--- src/rtl/data_mem_responder.sv ---
// data_mem_responder: multi-cycle word RAM behind ready/valid request and response channels.
// Define DATA_MEM_ALIGN_CHECK_EN to reject misaligned byte addresses with an error response.
module data_mem_responder #(
    parameter int ADDR_W      = 5,
    parameter int WAIT_STATES = 2
) (
    input  logic        clock_i,
    input  logic        reset_i,
    input  logic        req_valid_i,
    output logic        req_ready_o,
    input  logic        req_write_i,
    input  logic [31:0] req_address_i,
    input  logic [31:0] req_wdata_i,
    output logic        resp_valid_o,
    input  logic        resp_ready_i,
    output logic [31:0] resp_rdata_o,
    output logic        resp_error_o
);
    typedef enum logic [1:0] {S_IDLE, S_WAIT, S_RESP} state_t;
    state_t state_q, state_d;
    logic [3:0] cnt_q, cnt_d;
    logic write_q, write_d, err_q, err_d;
    logic [31:0] addr_q, addr_d, wdata_q, wdata_d, rdata_q, rdata_d;
    logic [31:0] mem [2**ADDR_W];
    logic accept, commit, c_write, c_err;
    logic [31:0] c_addr, c_wdata;
    logic [ADDR_W-1:0] c_idx;

    assign req_ready_o  = (state_q == S_IDLE);
    assign resp_valid_o = (state_q == S_RESP);
    assign resp_rdata_o = rdata_q;
    assign resp_error_o = err_q;

    // With zero wait states the commit uses the live request on its acceptance edge.
    always_comb begin
        accept  = (state_q == S_IDLE) && req_valid_i;
        c_write = accept ? req_write_i : write_q;
        c_addr  = accept ? req_address_i : addr_q;
        c_wdata = accept ? req_wdata_i : wdata_q;
        c_idx   = c_addr[ADDR_W+1:2];
        commit  = (accept && WAIT_STATES == 0) || (state_q == S_WAIT && cnt_q == 4'd1);
`ifdef DATA_MEM_ALIGN_CHECK_EN
        c_err   = (c_addr[31:ADDR_W+2] != '0) || (c_addr[1:0] != 2'b00);
`else
        c_err   = (c_addr[31:ADDR_W+2] != '0);
`endif
    end

`ifndef DATA_MEM_ALIGN_CHECK_EN
    logic unused_lsb;
    assign unused_lsb = ^c_addr[1:0];
`endif

    always_comb begin
        state_d = state_q;
        cnt_d   = cnt_q;
        write_d = write_q;
        addr_d  = addr_q;
        wdata_d = wdata_q;
        rdata_d = rdata_q;
        err_d   = err_q;
        if (accept) begin
            write_d = req_write_i;
            addr_d  = req_address_i;
            wdata_d = req_wdata_i;
            cnt_d   = 4'(WAIT_STATES);
            state_d = (WAIT_STATES == 0) ? S_RESP : S_WAIT;
        end
        if (state_q == S_WAIT) begin
            cnt_d   = cnt_q - 4'd1;
            state_d = (cnt_q == 4'd1) ? S_RESP : S_WAIT;
        end
        if (state_q == S_RESP && resp_ready_i)
            state_d = S_IDLE;
        if (commit) begin
            err_d   = c_err;
            rdata_d = (c_err || c_write) ? 32'd0 : mem[c_idx];
        end
    end

    always_ff @(posedge clock_i or negedge reset_i) begin
        if (!reset_i) begin
            state_q <= S_IDLE;
            cnt_q   <= 4'd0;
            write_q <= 1'b0;
            addr_q  <= 32'd0;
            wdata_q <= 32'd0;
            rdata_q <= 32'd0;
            err_q   <= 1'b0;
        end else begin
            state_q <= state_d;
            cnt_q   <= cnt_d;
            write_q <= write_d;
            addr_q  <= addr_d;
            wdata_q <= wdata_d;
            rdata_q <= rdata_d;
            err_q   <= err_d;
        end
    end

    // Storage is deliberately left out of reset.
    always_ff @(posedge clock_i) begin
        if (reset_i && commit && c_write && !c_err)
            mem[c_idx] <= c_wdata;
    end
endmodule

--- config.mk ---
export PLATFORM = sky130hd
export DESIGN_NAME = data_mem_responder
export DESIGN_NICKNAME = d
export VERILOG_FILES = /design/src/rtl/data_mem_responder.sv
export SDC_FILE = /design/constraint.sdc
export NUM_CORES = 1
export LEC_CHECK = 0
export CORE_MARGIN = 4
export CORE_UTILIZATION = 50
export CTS_CLUSTER_DIAMETER = 30
export DETAILED_ROUTE_END_ITERATION = 10
export DONT_BUFFER_PORTS = 1
export PLACE_DENSITY = 0.68
export SYNTH_ARGS = -nofsm -noshare
export SYNTH_HDL_FRONTEND = slang
export SYNTH_SLANG_ARGS = --single-unit
--- constraint.sdc ---
create_clock -name clock_i -period 4.3 [get_ports clock_i]
set_input_delay 0.645 -clock clock_i [delete_from_list [all_inputs] [get_ports clock_i]]
set_output_delay 0.645 -clock clock_i [all_outputs]
set_load 0.05 [all_outputs]
==> Word level (Yosys, flattened, before mapping) <==
Memory sizes are Yosys's and may differ from the RTL's.
Index checks and enable logic that the tools add are counted.
{ "totals": {"reg_bits": 104, "mem_bits_rw": 1024, "inputBits": 69, "output_inout_bits": 35, "memories": 1} }
{ "memory_table": {"columns": ["name", "depth", "word_bits", "rd", "rd_clocked_by_memory_dff", "write_ports", "line_no", "source"], "rows": [
  ["mem", 32, 32, 1, 0, 1, "24", "logic [31:0] mem [2**ADDR_W];"]
]} }
{ "classes": {"add_sub_neg": 1, "n_eq_ne": 3, "n_mux": 12, "n_reduce_logical": 12} }
{ "ops": {"columns": ["cell", "n"], "rows": [
  ["32-bit 2-to-1 mux", 3],
  ["25-bit nonzero test", 1],
  ["2-bit 2-to-1 mux", 4],
  ["4-bit 2-to-1 mux", 2],
  ["1-bit logical AND", 6],
  ["4-bit by 1-bit equality test with 1-bit output (second input constant)", 1],
  ["4-bit by 1-bit subtractor with 4-bit output (second input constant)", 1],
  ["1-bit 2-to-1 mux", 3],
  ["3-bit nonzero test", 1],
  ["2-bit by 1-bit equality test with 1-bit output (second input constant)", 1],
  ["2-bit equality test (second input constant)", 1],
  ["2-bit zero test", 1],
  ["2-bit nonzero test", 1],
  ["1-bit zero test", 1],
  ["1-bit logical OR", 1]
]} }

==> Depth between registers and ports, before layout <==
{ "depth": {"depth_word": 8, "ltp_mapped": 13, "ltp_nobuf": 8} }

==> Worst setup path after synthesis <==
Ideal clock, no wire load.
{ "synth_path": {"kind": "input to register", "start": "in req_valid_i", "end": "mem mem[16][0] (enable)", "arrival_time_ns": 4.099, "setup_slack_ns": -0.224, "cell_stages": 9, "n_path_buf": 2, "cell_sequence": "or3b_1 buf_6 buf_6 mux2_4 nor4_1 and3_1 nand4b_4 nor4_4 nor2b_1"} }
{ "synth_via": {"elab_chain_cells": 7, "elab_cells_between_ends": 9, "classes_between": "mux (4); reduce/logical (5)"} }
{ "synth_lines": {"columns": ["element", "line_no", "source"], "rows": [
  ["from (decl)", "9", "input logic req_valid_i,"],
  ["1-bit logical AND (*)", "36", "accept = (state_q == S_IDLE) && req_valid_i;"],
  ["32-bit 2-to-1 mux", "38", "c_addr = accept ? req_address_i : addr_q;"],
  ["25-bit nonzero test", "45", "c_err = (c_addr[31:ADDR_W+2] != '0);"],
  ["1-bit zero test", "103", "if (reset_i && commit && c_write && !c_err)"],
  ["1-bit logical AND", "103", null],
  ["1-bit 2-to-1 mux", "103", null],
  ["1-bit 2-to-1 mux (implied by the code)", "104", "mem[c_idx] <= c_wdata;"],
  ["to (decl)", "24", null]
]} }
Every way passes the cells marked *; elsewhere a longest branch is shown, timed or not.

==> Worst setup path after layout <==
{ "layout_path": {"start": "reg state_q[1]", "end": "mem mem[27][17] (enable)"} }
{ "layout_via": {"elab_chain_cells": 8, "elab_cells_between_ends": 13, "classes_between": "eq/ne (1); mux (4); reduce/logical (8)"} }
{ "layout_lines": {"columns": ["element", "line_no", "source"], "rows": [
  ["from (decl)", "20", "state_t state_q, state_d;"],
  ["from (signal assigned)", "91", "state_q <= state_d;"],
  ["2-bit zero test", "36", null],
  ["1-bit logical AND", "36", null],
  ["32-bit 2-to-1 mux", "38", null],
  ["25-bit nonzero test", "45", null],
  ["1-bit zero test", "103", null],
  ["1-bit logical AND", "103", null],
  ["1-bit 2-to-1 mux", "103", null],
  ["1-bit 2-to-1 mux (implied by the code)", "104", null]
]} }
Parallel ways exist; a longest one is shown, timed or not.

==> impl_results.md <==
- Slew Viols, Final: 0
- Vias in the first global route: 26890
- Setup crit start: state_q[1]
- CP required: 4740 ps
- Clk buf depth: 3
- Routed len/inst: 23.94 um
- Root Buffer Master: clkbuf_16
- # rows: 108
- Vias per cell: 5.926
- Mapped Cells: 3275
- Post-Synth Simple-Gate Area: 12.41%
- Total routed wirelength: 111200 um
- Worst r2r src: state_q[1]
- Final Hold Vio Count: 0
- Synth Warn #: 0
- Library cells used by synthesis: 45
- Initial DRC Count: 2907
- Setup-failing EPs final: 0
- Fmax: 261.9 MHz
- Final Critical Period: 3818 ps
- Slew at the pin with the worst max-slew slack: 1192 ps
- Die X: ~300 um
- DRC viols: 0
- PwrDens: 743.4 nW/um^2
- Fill count: about 6400
- Complex-gate fraction of the synthesized area: 8.564%
- Worst clock skew: 69.51 ps
- Layout cell share with drive strength beyond 1: 13.41%
- Post-synthesis async set-or-reset flop share: 9.059%
- Post-Syn Area per Cell: 13.33 um^2
- Die ar.: 92120 um^2
- Area growth, synth to finish: 19.19%
- Crit path launch type: flip-flop
- 1st-pass router iterations: 6
- Tot GR Track Use: about a quarter
- Sink Count: 1126
- RSZ-0062 raised after global routing: no
- Main area contributors after synthesis: edfxtp_1 70%, nand2_1 7.7%, dfrtp_1 5.8%
- I/O Buffers: 0
- Most area-hungry cell type in the Yosys netlist: edfxtp_1
- Hold crit path type: primary input to flip-flop
- Post-CTS Setup Repair Bufs: 0
- Post-synthesis sequential area ratio: between 70% and 80%
- Worst EP arrival: 4260 ps
- Detail Placement HPWL: 59400 um
- Starting density of the core: 50.33%
- N_diodes: 0
- Top-area cell type share of the netlist area: 70.42%
- Mapped Nets: 3346
- First-pass GRT wire length: 166600 um
- FF+latch count, synth: 1126
- CTS Buf Count: 163
- Mux share of post-synthesis cell area: 0.6447%
- Via count: 27530
- Adder-cell share of the synthesized area: 0.05731%
- Run status: finished clean
- Worst vdd rail ir drop: 0.7405 mV
- Setup Crit Path Kind: flip-flop to flip-flop
- Final Util: 60.00%
- Xor/xnor cell area share of the yosys netlist: 0%
- CP max FO: 26
- Fin nets: 3423
- HP Start: req_address_i[25]
- Grt ovf: 0
- CTS tree: built
- Slew headroom: 20.26%
- Leakage: 18.30 nW
- Post-route ant nets: 0
- Number of enable flip-flop cells after synthesis: 1024
- Sum Neg Setup Slack: 0 ps
- I/O pin count: approximately 100
- Critical Path Sink Type: flip-flop
- Clock slew at reported path FFs: 50 ps
- Global placement routability congestion: 0.7862
- Final critical-path share of the clock period: approximately nine tenths
- Primary FF master, synth: edfxtp_1
- Largest net degree at the start of global routing: 114
- Final Hold Slack: 55.67 ps
- Max_cap viols: 0
- Largest family of logic cells by synthesized area: simple AND/OR/NAND/NOR gates
- Number of antenna violations at the first check in global routing: 1
- Commonest non-fill, non-tap cell in the layout: edfxtp_1
- Die height: 303.5 um
- Core area: 86750 um^2
- Clock Latency Late Sink: around 760 ps
- Post-Syn Area: 43670 um^2
- H-tree depth: 4
- Commonest non-fill, non-tap cells in the layout: 1024 x edfxtp_1, 892 x nand2_1, 389 x a21oi_1, 249 x nand3_1, 164 x clkbuf_16
## cells by family (layout without fill, tap and decap cells)
| logic type | after synthesis | in the layout |
|---|---|---|
| flip-flops | 1126 | 1126 |
| AND/OR/NAND/NOR | 1274 | 1274 |
| adder cells (fa/ha/maj) | 2 | 2 |
| buffers and inverters | 222 | 438 |
| multiplexers | 23 | 23 |
| AO/OA/AOI/OAI | 628 | 628 |
## worst paths after layout
kind / endpoint / slack, ps / cells after the start
max reg2reg: mem[27][17] / 480 / 8
min in group asynchronous: wdata_q[30] / 550 / 2
min: addr_q[25] / 60 / 2
max in group asynchronous: addr_q[9] / 3220 / 2
min reg2reg: addr_q[25] / 470 / 2
max: mem[27][17] / 480 / 8
## cell usage after synthesis (5+ instances only)
master    count
nor4_1       37
dfrtp_1     102
mux2_2       11
a22oi_1     126
a221oi_1      6
edfxtp_1   1024
o22ai_1      62
mux2i_1       5
and2_1       28
nand2_1     893
buf_1         8
buf_2         9
inv_1         8
clkbuf_1    186
a21oi_1     389
a32o_1       31
nand3_1     255
nor3_1        7
nor2_1       36
buf_6         7
## through the flow
step | instances | cell area, um^2 | setup slack (ps) | power [mW]
after floorplan | 3275 | 43680 | 365.8 | 21.20
after global placement | 4337 | 46100 | 398.2 | 24.63
after detailed placement | 4337 | 46100 | 369.6 | 24.82
after CTS | 4646 | 52050 | 486.3 | 38.82
after global routing | 4646 | 52050 | 298.5 | 40.48
final | 4646 | 52050 | 482.0 | 38.70
## worst max-delay path, cell delays in order, from the launching register on
cell      delay [ps]
dfrtp_1          460
or3b_4           600
mux2_4           360
nor4_1           380
and3_1           270
nand4b_4         230
nor4_4           510
and2_2           490
buf_12           220
## repair_timing
item,CTS,global route
hold endpoints to repair,105,0
hold buffers,5,0
setup endpoints to repair,0,0
gates resized for setup,0,0
## area by class of cell
class,count,area [um^2],share of cell area (%)
clock buffer,178,4187,8.043
clock inverter,126,1692,3.250
inverter,11,56.30,0.1082
multi-input combinational,1927,9613,18.47
sequential,1126,33300,63.98
tap,1155,1445,2.777
timing repair buffer,123,1754,3.370
## sequential cells by signal, summed over array words and instances, names as in the netlist
| register | cells |
|---|---|
| addr_q | 30 |
| cnt_q | 4 |
| mem | 1024 |
| resp_error_o | 1 |
| resp_rdata_o | 32 |
| state_q | 2 |
| wdata_q | 32 |
| write_q | 1 |
## report_power, final
group	switching [mW]	internal [mW]	leakage, nW	total, mW
Clock	5.10	8.86	2.84	14.0
Combinational	7.77	2.91	4.86	10.7
Sequential	0.116	13.9	10.6	14.0
## routing by layer
layer	GRT usage [%]	routed length, um	vias to the layer above
met5	0	0	-
met4	8.174	2919	0
met3	5.087	9538	203
met2	39.64	54310	1291
met1	32.79	44440	13760
li1	-	-	12280
Note: power is estimated with default switching activity, not from simulation.
